$ cat config.mk
export PLATFORM = sky130hd
export DESIGN_NAME = bmp_stream_parser
export DESIGN_NICKNAME = d
export VERILOG_FILES = /design/src/rtl/bmp_stream_parser.sv
export SDC_FILE = /design/constraint.sdc
export NUM_CORES = 1
export LEC_CHECK = 0
export BUFFER_PORTS_ARGS = -buffer_cell sky130_fd_sc_hd__buf_2
export CAP_MARGIN = 0
export CORE_MARGIN = 2
export CORE_UTILIZATION = 40
export CTS_CLUSTER_SIZE = 24
export DETAILED_ROUTE_END_ITERATION = 10
export SYNTH_ARGS = -nofsm -noshare
export SYNTH_HDL_FRONTEND = slang
export SYNTH_SLANG_ARGS = --single-unit
$ cat constraint.sdc
create_clock -name CLK -period 9.8 [get_ports CLK]
set_input_delay 1.96 -clock CLK [delete_from_list [all_inputs] [get_ports CLK]]
set_output_delay 1.96 -clock CLK [all_outputs]
set_load 0.02 [all_outputs]
$ cat src/rtl/bmp_stream_parser.sv
// Streaming 24-bit BMP parser: validates the fixed-size header, then emits bottom-up stored
// pixels as top-down (row, col) coordinates with a ready/valid pixel handshake.
module bmp_stream_parser #(
  parameter int unsigned HDR_BYTES = 54,
  parameter int unsigned MAX_DIM   = 2048
) (
  input  logic        CLK,
  input  logic        RESET,
  input  logic [7:0]  in_byte,
  input  logic        in_valid,
  output logic        in_ready,
  output logic [7:0]  DATA_R,
  output logic [7:0]  DATA_G,
  output logic [7:0]  DATA_B,
  output logic        pix_valid,
  input  logic        pix_ready,
  output logic [10:0] row,
  output logic [10:0] col,
  output logic [31:0] out_width,
  output logic [31:0] out_height,
  output logic        hdr_done,
  output logic        frame_done,
  output logic        error
);

  typedef enum logic [1:0] {StHeader, StPixel, StPad, StErr} state_e;

  state_e      state_q, state_d;
  logic [5:0]  byte_cnt_q, byte_cnt_d;
  logic [15:0] sig_q, sig_d, bpp_q, bpp_d;
  logic [31:0] off_q, off_d, wcap_q, wcap_d, hcap_q, hcap_d;
  logic [31:0] out_w_q, out_w_d, out_h_q, out_h_d;
  logic [10:0] line_q, line_d, col_cnt_q, col_cnt_d;
  logic [10:0] row_o_q, row_o_d, col_o_q, col_o_d;
  logic [1:0]  phase_q, phase_d, pad_cnt_q, pad_cnt_d;
  logic [7:0]  b_q, b_d, g_q, g_d;
  logic [7:0]  data_r_q, data_r_d, data_g_q, data_g_d, data_b_q, data_b_d;
  logic        pix_valid_q, pix_valid_d, hdr_done_q, hdr_done_d;
  logic        frame_done_q, frame_done_d, error_q, error_d, end_pend_q, end_pend_d;
  logic        accept, hdr_ok, line_end, finish;

  always_comb begin
    in_ready = 1'b0;
    if (!RESET) begin
      unique case (state_q)
        StHeader: in_ready = 1'b1;
        StPixel:  in_ready = !(pix_valid_q && !pix_ready) && !end_pend_q;
        StPad:    in_ready = !end_pend_q;
        StErr:    in_ready = 1'b0;
      endcase
    end
  end

  assign accept = in_valid && in_ready;

  always_comb begin
    state_d      = state_q;
    byte_cnt_d   = byte_cnt_q;
    sig_d        = sig_q;
    bpp_d        = bpp_q;
    off_d        = off_q;
    wcap_d       = wcap_q;
    hcap_d       = hcap_q;
    out_w_d      = out_w_q;
    out_h_d      = out_h_q;
    line_d       = line_q;
    col_cnt_d    = col_cnt_q;
    row_o_d      = row_o_q;
    col_o_d      = col_o_q;
    phase_d      = phase_q;
    pad_cnt_d    = pad_cnt_q;
    b_d          = b_q;
    g_d          = g_q;
    data_r_d     = data_r_q;
    data_g_d     = data_g_q;
    data_b_d     = data_b_q;
    pix_valid_d  = pix_valid_q;
    hdr_done_d   = hdr_done_q;
    frame_done_d = 1'b0;
    error_d      = error_q;
    end_pend_d   = end_pend_q;
    hdr_ok       = 1'b0;
    line_end     = 1'b0;
    finish       = 1'b0;

    if (pix_valid_q && pix_ready) pix_valid_d = 1'b0;

    unique case (state_q)
      StHeader: begin
        if (accept) begin
          case (byte_cnt_q)
            6'd0:  sig_d[7:0]    = in_byte;
            6'd1:  sig_d[15:8]   = in_byte;
            6'd10: off_d[7:0]    = in_byte;
            6'd11: off_d[15:8]   = in_byte;
            6'd12: off_d[23:16]  = in_byte;
            6'd13: off_d[31:24]  = in_byte;
            6'd18: wcap_d[7:0]   = in_byte;
            6'd19: wcap_d[15:8]  = in_byte;
            6'd20: wcap_d[23:16] = in_byte;
            6'd21: wcap_d[31:24] = in_byte;
            6'd22: hcap_d[7:0]   = in_byte;
            6'd23: hcap_d[15:8]  = in_byte;
            6'd24: hcap_d[23:16] = in_byte;
            6'd25: hcap_d[31:24] = in_byte;
            6'd28: bpp_d[7:0]    = in_byte;
            6'd29: bpp_d[15:8]   = in_byte;
            default: ;
          endcase
          // Unsigned bounds also reject negative (bit 31 set) heights.
          hdr_ok = (sig_d == 16'h4D42) && (off_d == 32'(HDR_BYTES)) && (bpp_d == 16'd24) &&
                   (wcap_d != 32'd0) && (wcap_d <= 32'(MAX_DIM)) &&
                   (hcap_d != 32'd0) && (hcap_d <= 32'(MAX_DIM));
          byte_cnt_d = byte_cnt_q + 6'd1;
          if (byte_cnt_q == 6'(HDR_BYTES - 1)) begin
            byte_cnt_d = 6'd0;
            if (hdr_ok) begin
              state_d    = StPixel;
              hdr_done_d = 1'b1;
              out_w_d    = wcap_d;
              out_h_d    = hcap_d;
              line_d     = 11'd0;
              col_cnt_d  = 11'd0;
              phase_d    = 2'd0;
            end else begin
              state_d = StErr;
              error_d = 1'b1;
            end
          end
        end
      end
      StPixel: begin
        if (accept) begin
          unique case (phase_q)
            2'd0: begin
              b_d     = in_byte;
              phase_d = 2'd1;
            end
            2'd1: begin
              g_d     = in_byte;
              phase_d = 2'd2;
            end
            default: begin
              data_r_d    = in_byte;
              data_g_d    = g_q;
              data_b_d    = b_q;
              row_o_d     = out_h_q[10:0] - 11'd1 - line_q;
              col_o_d     = col_cnt_q;
              pix_valid_d = 1'b1;
              phase_d     = 2'd0;
              if (col_cnt_q == out_w_q[10:0] - 11'd1) begin
                col_cnt_d = 11'd0;
                // Row padding reduces to width mod 4 for 3-byte pixels.
                if (out_w_q[1:0] != 2'd0) begin
                  state_d   = StPad;
                  pad_cnt_d = out_w_q[1:0];
                end else begin
                  line_end = 1'b1;
                end
              end else begin
                col_cnt_d = col_cnt_q + 11'd1;
              end
            end
          endcase
        end
      end
      StPad: begin
        if (accept) begin
          pad_cnt_d = pad_cnt_q - 2'd1;
          if (pad_cnt_q == 2'd1) line_end = 1'b1;
        end
      end
      StErr: ;
    endcase

    if (line_end) begin
      if (line_q == out_h_q[10:0] - 11'd1) begin
        if (pix_valid_d) end_pend_d = 1'b1;
        else             finish     = 1'b1;
      end else begin
        line_d  = line_q + 11'd1;
        state_d = StPixel;
      end
    end

    // Frame end waits for the last pixel to leave; inputs are stalled meanwhile.
    if (end_pend_q && (!pix_valid_q || pix_ready)) finish = 1'b1;

    if (finish) begin
      state_d      = StHeader;
      hdr_done_d   = 1'b0;
      frame_done_d = 1'b1;
      end_pend_d   = 1'b0;
      line_d       = 11'd0;
      col_cnt_d    = 11'd0;
      phase_d      = 2'd0;
    end
  end

  always_ff @(posedge CLK) begin
    if (RESET) begin
      state_q      <= StHeader;
      byte_cnt_q   <= '0;
      sig_q        <= '0;
      bpp_q        <= '0;
      off_q        <= '0;
      wcap_q       <= '0;
      hcap_q       <= '0;
      out_w_q      <= '0;
      out_h_q      <= '0;
      line_q       <= '0;
      col_cnt_q    <= '0;
      row_o_q      <= '0;
      col_o_q      <= '0;
      phase_q      <= '0;
      pad_cnt_q    <= '0;
      b_q          <= '0;
      g_q          <= '0;
      data_r_q     <= '0;
      data_g_q     <= '0;
      data_b_q     <= '0;
      pix_valid_q  <= 1'b0;
      hdr_done_q   <= 1'b0;
      frame_done_q <= 1'b0;
      error_q      <= 1'b0;
      end_pend_q   <= 1'b0;
    end else begin
      state_q      <= state_d;
      byte_cnt_q   <= byte_cnt_d;
      sig_q        <= sig_d;
      bpp_q        <= bpp_d;
      off_q        <= off_d;
      wcap_q       <= wcap_d;
      hcap_q       <= hcap_d;
      out_w_q      <= out_w_d;
      out_h_q      <= out_h_d;
      line_q       <= line_d;
      col_cnt_q    <= col_cnt_d;
      row_o_q      <= row_o_d;
      col_o_q      <= col_o_d;
      phase_q      <= phase_d;
      pad_cnt_q    <= pad_cnt_d;
      b_q          <= b_d;
      g_q          <= g_d;
      data_r_q     <= data_r_d;
      data_g_q     <= data_g_d;
      data_b_q     <= data_b_d;
      pix_valid_q  <= pix_valid_d;
      hdr_done_q   <= hdr_done_d;
      frame_done_q <= frame_done_d;
      error_q      <= error_d;
      end_pend_q   <= end_pend_d;
    end
  end

  assign DATA_R     = data_r_q;
  assign DATA_G     = data_g_q;
  assign DATA_B     = data_b_q;
  assign pix_valid  = pix_valid_q;
  assign row        = row_o_q;
  assign col        = col_o_q;
  assign out_width  = out_w_q;
  assign out_height = out_h_q;
  assign hdr_done   = hdr_done_q;
  assign frame_done = frame_done_q;
  assign error      = error_q;

endmodule

==> results by group, run 1 <==
Status
  • Outcome: completed

Clocking
  • Hold buffer count at cts: 0
  • Clock Latency Late Sink: 0.54 ns
  • Clock buffer depth: 3
  • Root buffer cell: clkbuf_16
  • CTS tree: built
  • Post_cts resized: 0
  • Total setup buffers inserted after CTS: 0
  • # H-tree levels: 2
  • Clock-pin slew on the worst setup and hold paths: 0.06 ns
  • Cts bufs inserted: 35
  • # clock sinks: 293

Global routing
  • Tot GR Track Use: 22.2%
  • Vias in the first global route: 11700
  • First-pass GRT wire length: 64800 µm
  • Global route overflow: 0
  • Antenna violations before repair: 0
  • Largest net degree at the start of global routing: 94

Timing
  • Slew Limit Headroom: 24.5%
  • Worst Tran Pin Value: 1.13 ns
  • Min Tclk post-route: 5.33 ns
  • Clock skew: 0.0285 ns
  • Endpoints failing setup: 0
  • Final Hold Viols: 0
  • Setup_tns: 0 ns
  • F_max: 188 MHz
  • Slew Viols, Final: 0
  • Crit share post-route: 54.4%
  • RSZ-0062 raised after global routing: false

Floorplan
  • Initial Utilization: 40.5%
  • Die ar.: 0.0363 mm²
  • Io pins: 127
  • Die outline width: 191 µm
  • Die height: 191 µm
  • Core box area: 0.0344 mm²
  • Row count: 68

Routing
  • Post-route ant nets: 0
  • Drt total wl: 41200 µm
  • WL/cell: 18.8 µm
  • Initial DRC Count: 1020
  • Vias/cell: 5.68
  • Detailed-route DRC error count: 0
  • Vias: 12500
  • Drt first pass iters: 7

Worst setup path
  • Number of buffers and inverters on the critical path: 1
  • Slowest-stage cell, CP: nor4_1
  • Startpoint types: primary input
  • CP most frequent cell: a211oi_1
  • Worst Setup End Kind: flop
  • Delay-heaviest family, CP: simple AND/OR/NAND/NOR gates
  • CP Class: primary input to flop
  • Worst path max stage delay: 0.67 ns
  • CP Data Arrival Time: 5.70 ns
  • Critical path fanouts, max: 54
  • Worst EP required: 10.18 ns
  • CP Cell Sequence: buf_2 -> nor4_1 -> a211oi_1 -> a2111oi_1 -> xor2_1 -> nand4_1 -> nor4_4 -> nand3_4 -> a211oi_1 -> a211oi_2

Yosys
  • Share of the yosys chip area belonging to registers: 42.2%
  • Most common cell in the synthesized netlist: dfxtp_1
  • Unique masters post-synth: 88
  • Post-synth EDFFs: 0
  • Synth area leaders: dfxtp_1 (42%), mux2i_1 (7.0%), a21oi_1 (5.6%), nand2_1 (5.4%), nor2_1 (4.5%)
  • Post-Synthesis Mean Instance Area: 8.34 µm²
  • Syn_nets: 1705
  • Synth area leader: dfxtp_1
  • Post-Syn Instances: 1668
  • Top FF cell, synth: dfxtp_1
  • Synth warn: 0
  • Yosys reg bits: 293
  • Post-Syn Area: 0.0139 mm²
  • Yosys top cell area share: 42.2%
  • Async SR Flop Fraction: 0%
  • Synth cell count leaders: dfxtp_1 (293), nand2_1 (202), nor2_1 (167), a21oi_1 (156), o21ai_0 (116)

Placement
  • Dpl hpwl: 26700 µm
  • I/O Buffers: 126
  • Routability congestion estimate: 0.948

Layout
  • Layout Nets: 1755
  • Proportion of layout cells with a drive suffix above 1: 14.4%
  • FF/Latch Area: 0.00587 mm²
  • Layout Utilization: 46.2%
  • # fillers: 3436
  • Diodes inserted: 0
  • Area of the multi-input gates: 0.00738 mm²
  • Synth-to-layout area growth: 14.2%

Pwr
  • VDD IR max: 0.103 mV
  • Leak Pwr: 5.93 nW
  • Power per standard cell area: 163 mW/mm²

Min path
  • Hold Path Class: flop to flop

Job
  • Max cap viols: 0
[report_power, final]
group	switching (W)	total, W	leakage, nW	internal (W)
logic	0.0000677	0.0000856	3.00	0.0000179
registers	0.00000212	0.00120	2.36	0.00119
clock network	0.000495	0.00130	0.566	0.000809
[layout by cell type, fill, tap and decap left out, types with 11 or more instances in the layout]
cell type / instances
dfxtp_1: 293
nand2_1: 201
nor2_1: 167
a21oi_1: 156
buf_2: 125
o21ai_0: 116
mux2i_1: 97
and3_1: 52
inv_1: 38
clkbuf_16: 36
nand3_1: 33
nor4_1: 32
nor3_1: 25
ha_1: 24
xnor2_1: 22
or3_1: 19
mux2_2: 18
nand4_1: 17
buf_4: 17
or4_1: 16
a211oi_1: 14
o211ai_1: 13
xor2_1: 12
o22ai_1: 12
a31oi_1: 11
[cell type report]
| cell class | count | area share (%) |
|---|---|---|
| Inverter | 38 | 0.898 |
| Clock inverter | 11 | 1.09 |
| Timing Repair Buffer | 143 | 4.81 |
| Multi-Input combinational cell | 1207 | 46.5 |
| Clock buffer | 48 | 6.21 |
| Sequential cell | 293 | 36.9 |
| Tap cell | 455 | 3.58 |
[final timing paths]
| path | endpoint | slack [ns] | cells past startpoint | start |
|---|---|---|---|---|
| hold reg to reg | DATA_B[2] | 0.43 | 2 | b_q[2] |
| setup reg to reg | col_cnt_q[2] | 5.12 | 9 | byte_cnt_q[2] |
| setup / recovery | out_width[8] | 4.47 | 10 | in_byte[1] |
| hold / removal | DATA_B[2] | 0.43 | 2 | b_q[2] |
[metal layers]
layer | GRT usage [%] | routed length [µm]
met1 | 30.8 | 18800
met2 | 35.3 | 19100
met3 | 3.68 | 2300
met4 | 6.77 | 906
met5 | 0 | 0
[cell families after synthesis]
kind of cell / Yosys count / share of synthesized area [%]
flops: 293 / 42.2
buf+inv: 168 / 4.92
fa+ha+maj: 25 / 2.30
simple gates: 643 / 23.3
mux: 115 / 8.44
xor+xnor: 34 / 2.14
compound gates: 390 / 16.7
[worst reg2reg max path, stage by stage (launching register included)]
cell      delay [ns]
dfxtp_1         0.73
nand2_1         0.73
or4_1           0.64
a21o_1          0.21
a221oi_1        0.44
nand4_1         0.26
nor4_2          0.41
o211ai_2        0.39
or4b_1          0.64
a21oi_1         0.15
[state kept, by name, summed over array words and instances, names as in the netlist, 11 cells and up]
signal / cells
out_width: 32
row: 11
col_cnt_q: 11
off_q: 32
out_height: 32
wcap_q: 32
sig_q: 16
bpp_q: 16
col: 11
line_q: 11
hcap_q: 32
[metrics by stage]
step / instance area (µm²) / cells / setup WS (ns) / power (W) / hold slack, ns
detailed placement: 14700 / 2136 / 3.99 / 0.00131 / 0.442
global placement: 14700 / 2136 / 4.10 / 0.00131 / 0.439
finish: 15900 / 2195 / 4.47 / 0.00259 / 0.426
CTS: 15900 / 2195 / 4.55 / 0.00262 / 0.434
floorplan: 13900 / 1668 / 4.88 / 0.00128 / 0.431
global route: 15900 / 2195 / 4.33 / 0.00267 / 0.455
(Power assumes the default switching activity.)
==> inputs of run 2 (changes only) <==
==> constraint.sdc (replaced) <==
create_clock -name CLK -period 4.3 [get_ports CLK]
set_input_delay 0.86 -clock CLK [delete_from_list [all_inputs] [get_ports CLK]]
set_output_delay 0.86 -clock CLK [all_outputs]
set_load 0.02 [all_outputs]
==> run 2 against run 1 <==
  * Sequential power increased by 130%
  * Critical path depth increased by 4
  * Final cell count increased by 4.1%
  * Clock skew about the same
  * Register-to-register slack got worse by 4.9 ns
  * Worst hold slack improved by 0.021 ns
  * Utilization increased by 1.9 points
  * Routed wire length increased by 3.5%
  * Total power increased by 120%
  * Final area increased by 4.2%
  * Die area unchanged
  * Clock power increased by 120%
  * Largest power group unchanged
==> results by group, run 2 (same netlist as run 1, synthesis figures left out) <==
Timing
  • F_max: 247 MHz
  • Clock skew: 0.0283 ns (was 0.0285 ns)
  • Crit share post-route: 94.3%
  • WHS: 0.447 ns (was 0.426 ns)
  • Min Tclk post-route: 4.05 ns
  • RSZ-0062 raised after global routing: false (unchanged)
  • Endpoints failing setup: 0 (unchanged)
  • Worst Tran Pin Value: 1.03 ns (was 1.13 ns)
  • Slew Limit Headroom: 31.5% (was 24.5%)
  • Slew Viols, Final: 0 (unchanged)
  • Final Hold Viols: 0 (unchanged)
  • Setup_tns: 0 ns (unchanged)

Worst setup path
  • CP Class: flop to flop (was primary input to flop)
  • Worst reg2reg endpoint: col_cnt_q[9] (was col_cnt_q[2])
  • Critical path fanouts, max: 12 (was 54)
  • CP Data Arrival Time: 4.50 ns (was 5.70 ns)
  • Worst EP required: 4.75 ns (was 10.18 ns)
  • Reg-to-Reg Start: byte_cnt_q[0] (was byte_cnt_q[2])
  • Startpoint types: flop (was primary input)
  • Reg-to-reg slack, setup: 0.25 ns (was 5.12 ns)
  • R2R depth: 14 (was 9)
  • Worst Setup End Kind: flop (unchanged)

Clocking
  • # clock sinks: 293 (unchanged)
  • CTS tree: built (unchanged)
  • Clock Latency Late Sink: 0.53 ns (was 0.54 ns)
  • Hold buffer count at cts: 0 (unchanged)
  • Root buffer cell: clkbuf_16 (unchanged)
  • Total setup buffers inserted after CTS: 0 (unchanged)
  • Post_cts resized: 0 (unchanged)
  • # H-tree levels: 2 (unchanged)
  • Cts bufs inserted: 34 (was 35)
  • Clock-pin slew on the worst setup and hold paths: 0.06 ns (about the same)
  • Clock buffer depth: 3 (unchanged)

Min path
  • Hold Crit Start: b_q[2] (unchanged)
  • Hold Path Class: flop to flop (unchanged)
  • WHS Endpoint: DATA_B[2] (unchanged)
  • Hold Crit Depth: 2 (unchanged)

Layout
  • # fillers: 3408 (was 3436)
  • Diodes inserted: 0 (unchanged)
  • Layout Utilization: 48.1% (was 46.2%)
  • Synth-to-layout area growth: 18.9% (was 14.2%)
  • Most common cell after layout, fill and taps aside: dfxtp_1 (unchanged)
  • Layout Nets: 1848 (was 1755)
  • Most frequent cells in the layout: dfxtp_1 (293), nand2_1 (201), nor2_1 (167) (unchanged)
  • Post-route insts no fill: 2286 (was 2195)
  • Proportion of layout cells with a drive suffix above 1: 18.8% (was 14.4%)

Floorplan
  • Initial Utilization: 40.5% (unchanged)
  • Io pins: 127 (unchanged)
  • Die outline width: 191 µm (unchanged)
  • Die ar.: 0.0363 mm² (unchanged)
  • Core box area: 0.0344 mm² (unchanged)
  • Die height: 191 µm (unchanged)
  • Row count: 68 (unchanged)

Placement
  • Inst Count DP: 2230 (was 2136)
  • Dpl hpwl: 30400 µm (was 26700 µm)
  • Routability congestion estimate: 0.954 (was 0.948)
  • I/O Buffers: 126 (unchanged)

Pwr
  • Combinational power share: 4.0% (was 3.3%)
  • Leak Pwr: 6.36 nW (was 5.93 nW)
  • Sw Pwr: 0.00133 W (was 0.000565 W)
  • Total power draw: 0.00576 W (was 0.00259 W)
  • Clock share of power: 48.6% (was 50.4%)
  • Sw Ratio: 23.2% (was 21.9%)
  • VDD IR max: 0.240 mV (was 0.103 mV)
  • Flop pwr share: 47.3% (was 46.3%)
  • Power per standard cell area: 348 mW/mm² (was 163 mW/mm²)
  • P_int: 0.00442 W (was 0.00202 W)

Routing
  • Initial DRC Count: 955 (was 1020)
  • Drt first pass iters: 5 (was 7)
  • WL/cell: 18.6 µm (was 18.8 µm)
  • Drt total wl: 42600 µm (was 41200 µm)
  • Vias: 12700 (was 12500)
  • Vias/cell: 5.55 (was 5.68)
  • Post-route ant nets: 0 (unchanged)
  • Detailed-route DRC error count: 0 (unchanged)

Global routing
  • Global route overflow: 0 (unchanged)
  • First-pass GRT wire length: 67400 µm (was 64800 µm)
  • Tot GR Track Use: 23.1% (was 22.2%)
  • Antenna violations before repair: 0 (unchanged)
  • Vias in the first global route: 12100 (was 11700)
  • Largest net degree at the start of global routing: 96 (was 94)

Job
  • Max cap viols: 0 (unchanged)

Status
  • Outcome: completed (unchanged)
[run 2: layout make-up]
type,instances,area (µm²),area share (%)
Clock inverter,14,170,1.03
Multi-Input combinational cell,1207,7380,44.6
Inverter,38,143,0.862
Sequential cell,293,5870,35.4
Timing Repair Buffer,237,1510,9.11
Tap cell,455,569,3.44
Clock buffer,42,911,5.50
[run 2: worst max-delay path by stage]
stage	from	endpoint	cells after the start
after CTS	byte_cnt_q[0]	col_cnt_q[6]	14
final	byte_cnt_q[0]	col_cnt_q[9]	14
after detailed placement	in_byte[4]	col_cnt_q[9]	14
after floorplan	out_height[0]	hdr_done	14
after global placement	in_byte[7]	col_cnt_q[7]	14
after global routing	byte_cnt_q[0]	col_cnt_q[6]	14
[run 2: routing by layer]
| metal | track usage [%] | vias to the layer above | wire length [µm] |
|---|---|---|---|
| met4 | 6.71 | 0 | 1030 |
| met5 | 0 | - | 0 |
| met1 | 31.0 | 6077 | 19200 |
| li1 | - | 6195 | - |
| met3 | 3.35 | 70 | 2220 |
| met2 | 38.6 | 354 | 20200 |
[run 2: power groups by stage]
stage	clock network (W)	logic [W]	registers, W
2_1_floorplan	0	0.000128	0.00278
3_3_place_gp	0	0.000228	0.00278
3_5_place_dp	0	0.000230	0.00278
4_1_cts	0.00287	0.000230	0.00272
5_1_grt	0.00297	0.000248	0.00272
6_report	0.00280	0.000232	0.00273
[run 2: worst max-delay path: stages (launching register included)]
cell       delay, ns
dfxtp_1         0.46
ha_1            0.25
or3b_1          0.48
nor4b_1         0.33
o21ai_0         0.17
a2111oi_0       0.50
buf_4           0.19
nand4_1         0.11
buf_4           0.19
nor4_2          0.16
buf_4           0.16
o211ai_2        0.22
buf_4           0.26
or3_1           0.35
a21oi_1         0.15
[run 2: per-stage QoR]
stage | cell area [µm²] | setup slack [ns]
floorplan | 13900 | 0.479
global placement | 15500 | 0.243
detailed placement | 15500 | 0.198
CTS | 16500 | 0.306
global route | 16500 | 0.00791
finish | 16500 | 0.245
==> inputs of run 3 (changes only) <==
--- a/config.mk
+++ b/config.mk
@@ -5,7 +5,7 @@
 export SDC_FILE = /design/constraint.sdc
 export NUM_CORES = 1
 export LEC_CHECK = 0
-export BUFFER_PORTS_ARGS = -buffer_cell sky130_fd_sc_hd__buf_2
+export BUFFER_PORTS_ARGS = -buffer_cell sky130_fd_sc_hd__clkbuf_2
 export CAP_MARGIN = 0
 export CORE_MARGIN = 2
 export CORE_UTILIZATION = 40
==> run 3 against run 2 <==
  * Combinational power about the same
  * First-iteration DRC count increased by 18%
  * Sequential power about the same
  * Sequential share of layout area decreased by 0.080 points
  * Clock skew decreased by 0.013 ns
  * Flip-flop and latch count unchanged
  * Critical path depth unchanged
  * Register-to-register slack got worse by 0.03 ns
  * Final area increased by 0.23%
  * Total power increased by 1.2%
  * Via count increased by 0.41%
  * Non-clock buffer count decreased by 4
  * Critical path type unchanged
  * Largest power group unchanged
==> results by group, run 3 (same netlist as run 1, synthesis figures left out) <==
Global routing
  • Tot GR Track Use: 23.4% (was 23.1%)
  • Met2 Track Usage GR: 38.1% (was 38.6%)
  • First-pass GRT wire length: 67700 µm (was 67400 µm)
  • Met3 Usage GRT: 3.46% (was 3.35%)
  • Global route hottest layer: met2 (unchanged)
  • GR Layer Usage met1: 31.5% (was 31.0%)
  • Vias in the first global route: 12000 (was 12100)
  • Largest net degree at the start of global routing: 115 (was 96)
  • Global route overflow: 0 (unchanged)
  • Antenna violations before repair: 0 (unchanged)

Layout
  • # fillers: 3364 (was 3408)
  • Most common cell after layout, fill and taps aside: dfxtp_1 (unchanged)
  • Post-route insts no fill: 2284 (was 2286)
  • Most frequent cells in the layout: dfxtp_1 (293), nand2_1 (201), nor2_1 (167) (unchanged)
  • Proportion of layout cells with a drive suffix above 1: 18.8% (about the same)
  • Diodes inserted: 0 (unchanged)
  • Layout Nets: 1844 (was 1848)
  • Design area: 0.0166 mm² (was 0.0165 mm²)
  • Synth-to-layout area growth: 19.2% (was 18.9%)

Clocking
  • Root buffer cell: clkbuf_16 (unchanged)
  • Total setup buffers inserted after CTS: 0 (unchanged)
  • # H-tree levels: 2 (unchanged)
  • Post_cts resized: 0 (unchanged)
  • Cts bufs inserted: 34 (unchanged)
  • Clock buffer depth: 3 (unchanged)
  • # clock sinks: 293 (unchanged)
  • Hold buffer count at cts: 0 (unchanged)
  • CTS tree: built (unchanged)
  • Clock Latency Late Sink: 0.51 ns (was 0.53 ns)
  • Clock-pin slew on the worst setup and hold paths: 0.06 ns (about the same)

Floorplan
  • Die ar.: 0.0363 mm² (unchanged)
  • Die height: 191 µm (unchanged)
  • Row count: 68 (unchanged)
  • Io pins: 127 (unchanged)
  • Initial Utilization: 40.5% (unchanged)
  • Die outline width: 191 µm (unchanged)
  • Core box area: 0.0344 mm² (unchanged)

Worst setup path
  • Reg-to-reg slack, setup: 0.22 ns (was 0.25 ns)
  • CP Class: flop to flop (unchanged)
  • Worst EP required: 4.68 ns (was 4.75 ns)
  • Worst Setup End Kind: flop (unchanged)
  • Startpoint types: flop (unchanged)
  • Critical path fanouts, max: 14 (was 12)
  • CP Data Arrival Time: 4.47 ns (was 4.50 ns)

Pwr
  • VDD IR max: 0.297 mV (was 0.240 mV)
  • Leak Pwr: 6.26 nW (was 6.36 nW)
  • Total power draw: 0.00583 W (was 0.00576 W)
  • Power per standard cell area: 351 mW/mm² (was 348 mW/mm²)

Timing
  • Final Hold Viols: 0 (unchanged)
  • Clock skew: 0.0153 ns (was 0.0283 ns)
  • Worst Tran Pin Value: 1.20 ns (was 1.03 ns)
  • Crit share post-route: 95.0% (was 94.3%)
  • Slew Limit Headroom: 19.9% (was 31.5%)
  • Slew Viols, Final: 0 (unchanged)
  • Min Tclk post-route: 4.08 ns (was 4.05 ns)
  • F_max: 245 MHz (was 247 MHz)
  • Setup_tns: 0 ns (unchanged)
  • RSZ-0062 raised after global routing: false (unchanged)
  • Endpoints failing setup: 0 (unchanged)

Routing
  • Vias/cell: 5.58 (was 5.55)
  • WL/cell: 18.9 µm (was 18.6 µm)
  • Vias: 12700 (about the same)
  • Initial DRC Count: 1129 (was 955)
  • Drt first pass iters: 5 (unchanged)
  • Post-route ant nets: 0 (unchanged)
  • Drt total wl: 43100 µm (was 42600 µm)
  • Detailed-route DRC error count: 0 (unchanged)

Placement
  • Routability congestion estimate: 1.01 (was 0.954)
  • I/O Buffers: 126 (unchanged)
  • Dpl hpwl: 30500 µm (was 30400 µm)
  • Inst Count DP: 2226 (was 2230)
  • Post-Place Cell Area: 0.0155 mm² (about the same)

Status
  • Outcome: completed (unchanged)

Min path
  • Hold Path Class: flop to flop (unchanged)

Job
  • Max cap viols: 0 (unchanged)
-- run 3: cell types whose count changed in the layout (fill, tap and decap cells not counted), moves of 2 or more --
| cell | change |
|---|---|
| buf_12 | +3 |
| inv_6 | +2 |
| clkbuf_2 | +125 |
| buf_2 | -125 |
| clkbuf_8 | +4 |
| clkinv_8 | -2 |
| buf_4 | -7 |
| clkinv_2 | -4 |
-- run 3: area by class of cell --
class | instances | area, µm² | area share (%)
well taps | 455 | 569 | 3.43
inverters | 38 | 143 | 0.860
flip-flops and latches | 293 | 5870 | 35.4
multi-input cells | 1207 | 7390 | 44.5
repair buffers | 233 | 1520 | 9.13
clock buffers | 48 | 995 | 6.00
clock inverters | 10 | 113 | 0.679
-- run 3: final timing paths --
path                                    to  cells after the start           from
worst min register to register   DATA_G[5]                      2         g_q[5]
worst max register to register  state_q[0]                     14  out_height[0]
worst max-delay path            state_q[0]                     14  out_height[0]
worst min-delay path             DATA_G[5]                      2         g_q[5]
-- run 3: per-layer routing --
metal,part of all wire (%),wire length [µm],vias to the layer above
met2,47,20100,347
met3,5.0,2170,94
met4,3.0,1290,0
met1,45,19500,6094
li1,-,-,6213
met5,0,0,-
-- run 3: metrics by stage --
stage                     hold slack, ns  setup WS (ns)  utilization (%)
after global routing               0.465       0.000878             48.3
after floorplan                    0.431          0.479                -
after CTS                          0.453          0.147             48.2
after detailed placement           0.443          0.153             45.0
final                              0.449          0.216             48.3
after global placement             0.441          0.137             45.0
-- run 3: power breakdown --
part	switching, W	leakage [nW]	total [W]	internal [W]
Sequential	0.00000427	2.36	0.00273	0.00272
Combinational	0.000167	3.35	0.000234	0.0000671
Clock	0.00114	0.542	0.00287	0.00173
-- run 3: worst max-delay path, cell delays in order, from the launching register on --
cell     delay, ns
dfxtp_1       0.37
inv_1         0.12
ha_1          0.19
or3b_2        0.50
or3_1         0.36
nor3_1        0.18
xor2_1        0.10
ha_1          0.37
nand4_1       0.10
or4_1         0.60
nor4_1        0.21
a31oi_1       0.22
o21ai_2       0.30
buf_4         0.27
a31oi_1       0.06
